**src/rtl/word_gather_if.sv**
```systemverilog
// Word-gather handshake bundle: upstream word stream in, assembled bundle out.
// Latency: none, pure wiring between producer, gather block and consumer.
// Backpressure: in_ready/out_ready are carried unchanged between the endpoints.
interface word_gather_if #(
  parameter int s = 3,
  parameter int n = 16
);
  localparam int l = 2**s;

  logic           in_valid;
  logic           in_ready;
  logic [n-1:0]   in_data;
  logic           in_last;
  logic           out_valid;
  logic           out_ready;
  logic [l*n-1:0] out_data;
  logic [s:0]     out_count;
  logic [l-1:0]   out_mask;

  // Environment side: produces words, consumes bundles.
  modport master (
    output in_valid, in_data, in_last, out_ready,
    input  in_ready, out_valid, out_data, out_count, out_mask
  );

  // Gather block side: consumes words, produces bundles.
  modport slave (
    input  in_valid, in_data, in_last, out_ready,
    output in_ready, out_valid, out_data, out_count, out_mask
  );
endinterface

```
**src/rtl/word_gather.sv**
```systemverilog
// Gathers up to 2**s n-bit words into one bundle; in_last closes a bundle early.
// Latency: out_valid rises the cycle after the closing word; no same-cycle refill.
// Backpressure: in_ready drops while a bundle is held; the hold lasts until out_ready.
module word_gather #(
  parameter int s = 3,
  parameter int n = 16
) (
  input  logic          clk,
  input  logic          rst,
  input  logic          gwe,
  word_gather_if.slave  bus
);
  localparam int l = 2**s;

  typedef enum logic {
    FILL = 1'b0,
    HOLD = 1'b1
  } state_t;

  state_t         state_q, state_d;
  logic [s-1:0]   idx_q, idx_d;
  logic [l*n-1:0] slots_q, slots_d;
  logic [s:0]     count_q, count_d;
  logic [l-1:0]   mask_q, mask_d;

  logic in_xfer;
  logic out_xfer;
  logic close_bundle;

  // Handshakes and outputs come straight from registers.
  assign bus.in_ready  = (state_q == FILL);
  assign bus.out_valid = (state_q == HOLD);
  assign bus.out_data  = slots_q;
  assign bus.out_count = count_q;
  assign bus.out_mask  = mask_q;

  // Next-state logic: slot write on input transfer, full clear on output transfer.
  always_comb begin
    state_d = state_q;
    idx_d   = idx_q;
    slots_d = slots_q;
    count_d = count_q;
    mask_d  = mask_q;

    in_xfer      = bus.in_valid  && (state_q == FILL) && gwe && rst;
    out_xfer     = bus.out_ready && (state_q == HOLD) && gwe && rst;
    close_bundle = (idx_q == s'(l-1)) || bus.in_last;

    if (in_xfer) begin
      // One-hot slot select from idx; unselected slots keep their value.
      for (int i = 0; i < l; i++) begin
        if (idx_q == s'(i)) begin
          slots_d[i*n +: n] = bus.in_data;
        end
      end
      if (close_bundle) begin
        // idx is left in place; the output transfer resets it.
        state_d = HOLD;
        count_d = {1'b0, idx_q} + (s+1)'(1);
        for (int i = 0; i < l; i++) begin
          mask_d[i] = (s'(i) <= idx_q);
        end
      end else begin
        idx_d = idx_q + s'(1);
      end
    end

    if (out_xfer) begin
      state_d = FILL;
      idx_d   = '0;
      slots_d = '0;
      count_d = '0;
      mask_d  = '0;
    end
  end

  // State register with synchronous active-low reset that discards any bundle.
  always_ff @(posedge clk) begin
    if (!rst) begin
      state_q <= FILL;
      idx_q   <= '0;
      slots_q <= '0;
      count_q <= '0;
      mask_q  <= '0;
    end else begin
      state_q <= state_d;
      idx_q   <= idx_d;
      slots_q <= slots_d;
      count_q <= count_d;
      mask_q  <= mask_d;
    end
  end
endmodule

```
**src/flat_wrapper.sv**
```systemverilog
// flat-port wrapper written by rule: the top's interface ports become plain ports
module word_gather_flat 
#(
  parameter int s = 3,
  parameter int n = 16
)
  (clk, rst, gwe, bus_in_valid, bus_in_data, bus_in_last, bus_out_ready, bus_in_ready, bus_out_valid, bus_out_data, bus_out_count, bus_out_mask);
  word_gather_if #(.s(s), .n(n)) bus_i ();
  input  logic clk;
  input  logic rst;
  input  logic gwe;
  input wire logic [$bits(bus_i.in_valid)-1:0] bus_in_valid;
  input wire logic [$bits(bus_i.in_data)-1:0] bus_in_data;
  input wire logic [$bits(bus_i.in_last)-1:0] bus_in_last;
  input wire logic [$bits(bus_i.out_ready)-1:0] bus_out_ready;
  output wire logic [$bits(bus_i.in_ready)-1:0] bus_in_ready;
  output wire logic [$bits(bus_i.out_valid)-1:0] bus_out_valid;
  output wire logic [$bits(bus_i.out_data)-1:0] bus_out_data;
  output wire logic [$bits(bus_i.out_count)-1:0] bus_out_count;
  output wire logic [$bits(bus_i.out_mask)-1:0] bus_out_mask;
  assign bus_i.in_valid = bus_in_valid;
  assign bus_i.in_data = bus_in_data;
  assign bus_i.in_last = bus_in_last;
  assign bus_i.out_ready = bus_out_ready;
  assign bus_in_ready = bus_i.in_ready;
  assign bus_out_valid = bus_i.out_valid;
  assign bus_out_data = bus_i.out_data;
  assign bus_out_count = bus_i.out_count;
  assign bus_out_mask = bus_i.out_mask;
  word_gather #(.s(s), .n(n)) u_core (.clk(clk), .rst(rst), .gwe(gwe), .bus(bus_i));
endmodule
```
**config.mk**
```make
export PLATFORM = sky130hd
export DESIGN_NAME = word_gather_flat
export DESIGN_NICKNAME = d
export VERILOG_FILES = /design/src/rtl/word_gather_if.sv /design/src/rtl/word_gather.sv /design/src/flat_wrapper.sv
export SDC_FILE = /design/constraint.sdc
export NUM_CORES = 1
export LEC_CHECK = 0
export CORE_MARGIN = 8
export CORE_UTILIZATION = 43
export CTS_CLUSTER_DIAMETER = 50
export DETAILED_ROUTE_END_ITERATION = 12
export GPL_TIMING_DRIVEN = 0
export HOLD_SLACK_MARGIN = 0.06
export PLACE_DENSITY_LB_ADDON = 0.05
export SYNTH_ARGS = -nofsm -noshare
export SYNTH_HDL_FRONTEND = slang
export SYNTH_SLANG_ARGS = --single-unit
```
**constraint.sdc**
```tcl
create_clock -name clk -period 1.7 [get_ports clk]
set_input_delay 0.34 -clock clk [delete_from_list [all_inputs] [get_ports clk]]
set_output_delay 0.34 -clock clk [all_outputs]
set_load 0.01 [all_outputs]
```
# Word-level counts from Yosys, hierarchy flattened
# Index checks and enable logic that the tools add are counted.
# word_totals
reg_bits	144
latchBits	0
mem_bits_rw	0
mem_bits_ro	0
inputBits	22
out_inout_bits	142
mem_count	0
# classes
add_sub_neg	2
mul	0
div	0
magnitude_cmp	8
eq_ne	7
n_shift	0
n_mux	0
n_bitwise	3
n_reduce_logical	19
# op_table
operator	count
$reduce_and A2 Y1	10
$eq A3 B3 Y1 const B	4
$le A3 B3 Y1 const A	4
$eq A3 B2 Y1 const B	2
$le A1 B3 Y1 const A	2
$le A2 B3 Y1 const A	2
$logic_and A1 B1 Y1	6
$add A3 B1 Y4 const B	1
$add A3 B1 Y3 const B	1
$eq A3 B1 Y1 const B	1
$logic_not A3 Y1	1
$not A1 Y1	3
$reduce_or A2 Y1	1
$logic_or A1 B1 Y1	1

# Depth between registers and ports, before layout
# Gate-level depths: netlist (run 1).
# logic_depth
ltp_word	5
mapped_depth	7

# Least setup slack after synthesis (run 1)
# No wires, ideal clock.
# synth_path
path_kind	register to register
start	register u_core.idx_q[0]
end	register u_core.idx_q[2]
setup_ns	0.123
arrival_time_ns	1.619
required_ns	1.577
slack_ns	-0.042
path_stages_with_launch	8
n_path_buf	2
synth_period_minus_slack_ns	1.742
cell_sequence	dfxtp_1 > ha_1 > ha_1 > or2_2 > clkbuf_1 > clkbuf_1 > o21ai_0 > a21oi_1
# synth_between
elab_chain_cells	4
elab_cells_between_ends	5
# synth_rtl
item	line_no	text
start: declaration	word_gather.sv:21	logic [s-1:0] idx_q, idx_d;
start signal: assignment	word_gather.sv:87	idx_q <= idx_d;
$eq A3 B3 Y1	word_gather.sv:47	close_bundle = (idx_q == s'(l-1)) || bus.in_last;
$logic_or A1 B1 Y1	word_gather.sv:47	
$not A1 Y1 (no line)	-	
$reduce_and A2 Y1 (no line)	-	
# Parallel ways exist; a longest one is shown, timed or not.
# A chain may end at the register's enable or synchronous reset.

# Worst setup path after layout (run 1)
# layout_path
start	register u_core.slots_q[27], in the netlist u_core.bus.out_data[27]
end	output bus_out_data[27]
# layout_lines
item	line_no	text
start: declaration	word_gather.sv:22	logic [l*n-1:0] slots_q, slots_d;
start signal: assignment	word_gather.sv:88	slots_q <= slots_d;
end: declaration	flat_wrapper.sv:18	output wire logic [$bits(bus_i.out_data)-1:0] bus_out_data;
# No word-level cell between the ends.

==> impl_results.md, run 1 <==
- Worst Path Buf+Inv: 1
- Hold WS: 0.471 ns
- Hold Path Class: reg2reg
- Nets: 765
- F_max: 593 MHz
- Syn nets: 584
- Worst EP required: 1.36 ns
- Die Area: 17200 um^2
- CP arrival: 1.35 ns
- Synth Area in XOR/XNOR: 0%
- Inserted Diodes: 0
- Post-synthesis sequential area ratio: 50.7%
- Ys Warns: 0
- Final min period: 1.69 ns
- Total design power: 7.65 mW
- Synth Flop Type: dfxtp_1
- CTS Hold Buffers Added: 0
- Initial antenna violation count: 0
- # fillers: 1078
- Avg Cell Area, Syn: 10.2 um^2
- Pwr per Cell Area: 913 nW/um^2
- Detail Route Antenna Nets: 0
- Yosys top cell area share: 50.7%
- DR iter-0 viols: 355
- Die outline height: 131 um
- TritonCTS buffer count: 17
- GRT overflow: 0
- Endpoints failing hold: 0
- RSZ-0062 raised after global routing: false
- Setup CP Type: reg2out
- Compound-cell area share of the yosys netlist: 3.30%
- Clk buf depth: 2
- VDD IR max: 624 uV
- Library cells used by synthesis: 29
- Synth Cell Area: 5690 um^2
- Die Width: 131 um
- Largest family of logic cells by synthesized area: multiplexers
- Via/cell ratio: 5.33
- Worst Path Max Fanout: 2
- CTS tree: built
- Skew final: 0.00772 ns
- Max cap viols: 0
- Row cnt: 42
- Worst-Margin Slew: 0.526 ns
- Clock Latency Late Sink: 0.42 ns
- DP Cell Count: 897
- Initial core utilization: 43.5%
- Largest net degree at the start of global routing: 17
- GR Util All Layers: 21.8%
- Period Utilization, post-route: 99.2%
- Leak: 4.37 nW
- Clock Tree Root: clkbuf_16
- Most frequent cells in the layout: nand3_1, dfxtp_1, mux2i_1
- IO Port Bufs: 163
- Crit path cell chain: clkdlybuf4s50_1
- Residual DRC: 0
- Simple-Gate Fraction of Synth Area: 16.6%
- First-pass DRT Iterations: 5
- Mux share of post-synthesis cell area: 22.5%
- Seq cells post-synth: 144
- Vias in the first global route: 4939
- Final Max Slew Viols: 0
- CP Launch Type: flop
- I/O pins: 164
- Max H-tree Level: 4
- Detailed Route WL: 18800 um
- Slowest CP cell: clkdlybuf4s50_1
- Setup violators final: 0
- Status: finished clean
- Biggest area consumer among synthesized cells: dfxtp_1
- Area delta synth->final: 47.1%
- Clock sinks: 144
- Setup tns final: 0 ns
- Family with the most delay on the worst path: buffers and inverters
- Adder-Cell Fraction of Synth Area: 0.880%
- Leading cell type in the layout, fill and taps excluded: nand3_1
- Synth top area cells: dfxtp_1, mux2i_1, nand3_1
- Wire length of the first global-routing pass: 27900 um
- Drt wl/cell: 20.2 um
- CP endpoint kind: output port
- Share of layout cells above drive strength 1: 10.6%
- Detailed Place HPWL: 13600 um
- CP peak stage delay: 0.56 ns
- Async S/R FF share, synth: 0%
- Slew HR: 64.9%
- Core area: 13100 um^2
- GPL Wtd Cong: 0.796
- Post-synth EDFFs: 0
- Syn Inst Count: 558
- Non-filler cells, final: 928
- Clk slew on worst S/H paths: 0.06 ns
- Via count: 4944
==> logic make-up after synthesis <==
logic type,Yosys count
AOI/OAI and AO/OA,33
adders and majority gates,4
buffers and inverters,71
DFF,144
muxes,128
and+or+nand+nor,178
==> cells in the mapped netlist, drive strengths merged, types with 2 or more instances <==
library cell  count
ha                4
nand2             2
nand4             2
buf              27
nand3           158
nor2b             2
inv              22
and3              3
o21ai            10
o2111ai           2
mux2i           128
a21oi            16
nor2              5
dfxtp           144
a311oi            2
clkbuf           22
a211oi            3
==> layout make-up <==
type	count	area (um^2)	share of cell area (%)
plain buffers	48	305	3.65
clock inverters	14	165	1.97
flip-flops and latches	144	2890	34.5
well taps	176	220	2.63
repair buffers	163	1720	20.5
multi-input cells	343	2560	30.5
inverters	22	82.6	0.986
clock buffers	18	439	5.25
==> where the power goes <==
part,switching [mW],internal [mW],total [mW]
sequential,0.0219,3.41,3.43
clock,1.46,2.34,3.80
combinational,0.262,0.159,0.421
total,1.74,5.90,7.65
==> stage by stage <==
stage / utilization (%) / setup WS [ns] / instance area (um^2)
finish: 64.0 / 0.0135 / 8370
CTS: 62.7 / -0.00169 / 8210
detailed placement: 57.7 / -0.740 / 7550
global placement: 57.7 / -0.649 / 7550
floorplan: - / 0.0184 / 5700
global route: 64.0 / 0.00183 / 8370
==> what timing repair did <==
item | CTS | global route
buffers inserted | 0 | 0
pin swaps | 0 | 1
gates resized for setup | 26 | 60
endpoints found under the setup margin | 101 | 103
==> final timing paths <==
path | startpoint | endpoint | slack [ns] | cells after the start
worst max-delay path | u_core.bus.out_data[27]$_SDFFE_PP0P_ | bus_out_data[27] | 0.01 | 1
worst min-delay path | u_core.bus.out_data[79]$_SDFFE_PP0P_ | u_core.bus.out_data[79]$_SDFFE_PP0P_ | 0.47 | 2
worst max register to register | u_core.idx_q[0]$_SDFFE_PP0P_ | u_core.bus.out_data[80]$_SDFFE_PP0P_ | 0.08 | 4
worst min register to register | u_core.bus.out_data[79]$_SDFFE_PP0P_ | u_core.bus.out_data[79]$_SDFFE_PP0P_ | 0.47 | 2
==> sequential cells by signal, summed over array words and instances, names as in the netlist <==
name and flops:
u_core.bus.out_data 128, u_core.bus.out_mask 8, u_core.bus.out_count 4, u_core.idx_q 3, u_core.bus.out_valid 1
==> layer usage <==
layer / up-vias / global-route usage, % / share of wire [%] / routed length, um
met1: 2389 / 26.3 / 42 / 7800
met2: 175 / 35.7 / 49 / 9120
met5: - / 0 / 0 / 0
met3: 20 / 7.02 / 8.4 / 1580
li1: 2360 / - / - / -
met4: 0 / 7.63 / 1.5 / 275
(Power assumes the default switching activity.)
==> inputs of run 2 (changes only) <==
- PLACE_DENSITY: default -> 0.76
- PLACE_DENSITY_LB_ADDON: 0.05 -> default
==> run 2 against run 1 <==
  * Critical path type unchanged
  * Register-to-register slack got worse by 0.02 ns
  * Routed wire length increased by 1.2%
  * Core utilization decreased by 0.11 points
  * Setup slack improved by 0.0050 ns
  * Via count increased by 2.9%
==> impl_results.md, run 2 (synthesized netlist as in run 1, its figures left out) <==
- Setup CP Type: reg2out
- Non-filler cells, final: 928
- Leak: 4.32 nW
- Final Max Slew Viols: 0
- CTS Hold Buffers Added: 0
- Final setup margin: 0.0185 ns
- GPL Wtd Cong: 0.879
- GRT overflow: 0
- Dpl ws: -0.646 ns
- Die outline height: 131 um
- Die Area: 17200 um^2
- Wire length of the first global-routing pass: 27700 um
- Period Utilization, post-route: 98.9%
- I/O pins: 164
- F_max: 595 MHz
- Residual DRC: 0
- Clk buf depth: 2
- DR iter-0 viols: 421
- GR Util All Layers: 21.8%
- Net Sw Frac: 22.4%
- Vias in the first global route: 5019
- Initial core utilization: 43.5%
- CP Launch Type: flop
- Flop2flop setup slack: 0.06 ns
- IO Port Bufs: 163
- Reg2Reg Depth: 5
- Setup tns final: 0 ns
- Area delta synth->final: 46.9%
- Row cnt: 42
- CTS tree: built
- Max cap viols: 0
- TritonCTS buffer count: 17
- Max H-tree Level: 4
- Internal power: 6.02 mW
- Slowest CP cell: clkdlybuf4s50_1
- Crit path cell chain: clkdlybuf4s50_1
- WP depth: 1
- Die Width: 131 um
- Setup violators final: 0
- Skew final: 0.00888 ns
- Clock share of power: 50.5%
- Most frequent cells in the layout: nand3_1, dfxtp_1, mux2i_1
- Largest net degree at the start of global routing: 17
- Hold Path Class: reg2reg
- Family with the most delay on the worst path: buffers and inverters
- CP peak stage delay: 0.56 ns
- Via/cell ratio: 5.48
- Endpoints failing hold: 0
- VDD IR max: 495 uV
- Detailed Route WL: 19000 um
- Sequential share of power: 44.2%
- First-pass DRT Iterations: 6
- Max FFs per register: 128
- Clk slew on worst S/H paths: 0.06 ns
- Clock Tree Root: clkbuf_16
- Status: finished clean
- CP endpoint kind: output port
- Hold Path Depth: 2
- Final min period: 1.68 ns
- Initial antenna violation count: 0
- Worst Path Max Fanout: 2
- DP Cell Count: 897
- Share of layout cells above drive strength 1: 10.5%
- Combinational share of power: 5.4%
- P_sw: 1.74 mW
- Via count: 5089
- Detail Route Antenna Nets: 0
- Inserted Diodes: 0
- Worst Path Buf+Inv: 1
- Leading cell type in the layout, fill and taps excluded: nand3_1
- Detailed Place HPWL: 13700 um
- CP arrival: 1.34 ns
- Drt wl/cell: 20.5 um
- Worst EP required: 1.36 ns
- Clock sinks: 144
- Clock Latency Late Sink: 0.43 ns
- Pwr per Cell Area: 929 nW/um^2
- Slew HR: 65.4%
- Nets: 765
- Worst-Margin Slew: 0.519 ns
- Core area: 13100 um^2
## run 2: power by group through the flow
| stage | Combinational, mW | Sequential [mW] | Clock (mW) |
|---|---|---|---|
| 2_1_floorplan | 0.178 | 3.51 | 0 |
| 3_3_place_gp | 0.394 | 3.50 | 0 |
| 3_5_place_dp | 0.403 | 3.50 | 0 |
| 4_1_cts | 0.408 | 3.43 | 3.94 |
| 5_1_grt | 0.440 | 3.43 | 4.09 |
| 6_report | 0.417 | 3.43 | 3.92 |
## run 2: layer usage
metal  GRT usage [%]  routed length, um  vias up
li1                -                  -     2355
met3            6.37               1640       42
met5               0                  0        -
met4            11.5                586        0
met1            25.7               7660     2448
met2            35.2               9130      244
## run 2: metrics by stage
stage,cell area [um^2],utilization [%],total power [mW],hold WS [ns]
finish,8360,63.9,7.76,0.473
floorplan,5700,-,3.69,0.491
global placement,7550,57.7,3.89,0.458
global route,8360,63.9,7.95,0.488
CTS,8220,62.8,7.77,0.473
detailed placement,7550,57.7,3.90,0.461
## run 2: cell type report
class / instances / area, um^2
multi-input combinational: 343 / 2540
buffer: 48 / 303
fill: 1000 / 4730
sequential: 144 / 2890
clock buffer: 19 / 433
inverter: 22 / 82.6
tap: 176 / 220
clock inverter: 13 / 186
timing repair buffer: 163 / 1700
## run 2: path summary, 6_finish.rpt
| check | from | end |
|---|---|---|
| setup / recovery | u_core.bus.out_data[38]$_SDFFE_PP0P_ | bus_out_data[38] |
| hold / removal | u_core.bus.out_data[101]$_SDFFE_PP0P_ | u_core.bus.out_data[101]$_SDFFE_PP0P_ |
| setup reg to reg | u_core.idx_q[2]$_SDFFE_PP0P_ | u_core.bus.out_data[54]$_SDFFE_PP0P_ |
| hold reg to reg | u_core.bus.out_data[101]$_SDFFE_PP0P_ | u_core.bus.out_data[101]$_SDFFE_PP0P_ |
## run 2: repair_timing
item,4_1_cts,5_1_grt
cloned,0,0
resized for setup,24,55
setup endpoints to repair,90,112
buffers inserted,0,0
==> inputs of run 3 (changes only) <==
- RECOVER_POWER: default -> 100
- SLEW_MARGIN: default -> 20
==> run 3 against run 2 <==
  * Clock skew hardly changed
  * First-iteration DRC count is 12% lower
  * Clock power hardly changed
  * Highest routed layer unchanged
  * Via count is 0.77% lower
  * Register-to-register slack hardly changed
  * Worst hold slack worse by 0.0020 ns
==> impl_results.md, run 3 (synthesized netlist as in run 1, its figures left out) <==
- Final Cell Area: 8200 um^2
- Sequential share of power: 44.2%
- CP endpoint kind: output port
- TritonCTS buffer count: 17
- Final Max Slew Viols: 0
- Detailed Place HPWL: 13700 um
- Worst Path Max Fanout: 2
- F_max: 590 MHz
- DR iter-0 viols: 372
- IO Port Bufs: 163
- Largest net degree at the start of global routing: 17
- Worst EP required: 1.36 ns
- Max H-tree Level: 4
- Leak: 3.70 nW
- Setup violators final: 0
- Die Width: 131 um
- Clk buf depth: 2
- Vias in the first global route: 5019
- CP arrival: 1.35 ns
- Row cnt: 42
- GR Util All Layers: 21.8%
- Initial antenna violation count: 0
- Wire length of the first global-routing pass: 27700 um
- VDD IR max: 493 uV
- Detailed Route WL: 18900 um
- Clock Tree Root: clkbuf_16
- I/O pins: 164
- Hold Path Class: reg2reg
- Core area: 13100 um^2
- Clock share of power: 50.5%
- Slew HR: 65.8%
- CTS tree: built
- Detail Route Antenna Nets: 0
- Leading cell type in the layout, fill and taps excluded: nand3_1
- Inserted Diodes: 0
- Worst-Margin Slew: 0.512 ns
- Max cap viols: 0
- Most frequent cells in the layout: nand3_1, dfxtp_1, mux2i_1
- Die outline height: 131 um
- DP Cell Count: 897
- Net Sw Frac: 22.4%
- Residual DRC: 0
- Clk slew on worst S/H paths: 0.06 ns
- Combinational share of power: 5.3%
- Via count: 5050
- Max FFs per register: 128
- Initial core utilization: 43.5%
- Area delta synth->final: 44.1%
- CP Launch Type: flop
- Drt wl/cell: 20.4 um
- Hold WS: 0.471 ns
- Family with the most delay on the worst path: buffers and inverters
- Non-filler cells, final: 928
- Clock Latency Late Sink: 0.42 ns
- Crit path cell chain: clkdlybuf4s50_1
- Skew final: 0.00885 ns
- Status: finished clean
- GRT overflow: 0
- Total design power: 7.75 mW
- Share of layout cells above drive strength 1: 10.5%
- Worst Path Buf+Inv: 1
- Endpoints failing hold: 0
- GPL Wtd Cong: 0.879
- P_sw: 1.73 mW
- Period Utilization, post-route: 99.7%
- Clock sinks: 144
- Pwr per Cell Area: 945 nW/um^2
- Dpl ws: -0.646 ns
- Die Area: 17200 um^2
- Internal power: 6.02 mW
- CP peak stage delay: 0.56 ns
- Nets: 765
- Placed cell area: 7550 um^2
- Final min period: 1.69 ns
- Final setup margin: 0.00503 ns
- Via/cell ratio: 5.44
- First-pass DRT Iterations: 6
- Slowest CP cell: clkdlybuf4s50_1
- Setup CP Type: reg2out
run 3: changes by cell type in the layout (fill, tap and decap cells not counted):
| cell | before | now |
|---|---|---|
| clkdlybuf4s25_1 | 0 | 20 |
| buf_2 | 7 | 6 |
| clkbuf_1 | 15 | 31 |
| dlymetal6s2s_1 | 32 | 0 |
| clkbuf_2 | 8 | 9 |
| buf_1 | 4 | 0 |
run 3: metrics by stage:
stage / setup TNS [ns] / util [%]
4_1_cts: -0.0158 / 62.8
6_report: 0 / 62.7
2_1_floorplan: 0 / -
5_1_grt: -0.00754 / 62.7
3_3_place_gp: -54.99 / 57.7
3_5_place_dp: -61.83 / 57.7
run 3: worst paths after layout:
check | startpoint | to | slack [ns] | depth (start not counted)
worst max-delay path | u_core.bus.out_data[38]$_SDFFE_PP0P_ | bus_out_data[38] | 0.005 | 1
worst min-delay path | u_core.bus.out_data[60]$_SDFFE_PP0P_ | u_core.bus.out_data[60]$_SDFFE_PP0P_ | 0.47 | 2
worst max register to register | u_core.idx_q[0]$_SDFFE_PP0P_ | u_core.idx_q[1]$_SDFFE_PP0P_ | 0.07 | 6
worst min register to register | u_core.bus.out_data[60]$_SDFFE_PP0P_ | u_core.bus.out_data[60]$_SDFFE_PP0P_ | 0.47 | 2
run 3: what timing repair did:
action,CTS,global route
endpoints found under the setup margin,90,112
setup buffers,0,0
gates resized for setup,24,55
hold buffers,0,0
run 3: area by class of cell:
type / count / area, um^2
sequential: 144 / 2890
inverter: 22 / 82.6
multi-input combinational: 343 / 2540
buffer: 48 / 303
timing repair buffer: 163 / 1550
clock inverter: 13 / 186
fill: 1030 / 4880
tap: 176 / 220
clock buffer: 19 / 433
run 3: per-layer routing:
| layer | up-vias | global-route usage, % | share of wire [%] |
|---|---|---|---|
| met5 | - | 0 | 0 |
| met3 | 42 | 6.37 | 8.3 |
| met1 | 2450 | 25.7 | 41 |
| met2 | 199 | 35.2 | 48 |
| li1 | 2359 | - | - |
| met4 | 0 | 11.5 | 3.1 |
run 3: power by group through the flow:
stage	Sequential, mW	Clock (mW)	Combinational, mW
global route	3.43	4.09	0.434
detailed placement	3.50	0	0.403
CTS	3.43	3.94	0.408
finish	3.43	3.91	0.410
global placement	3.50	0	0.394
floorplan	3.51	0	0.178
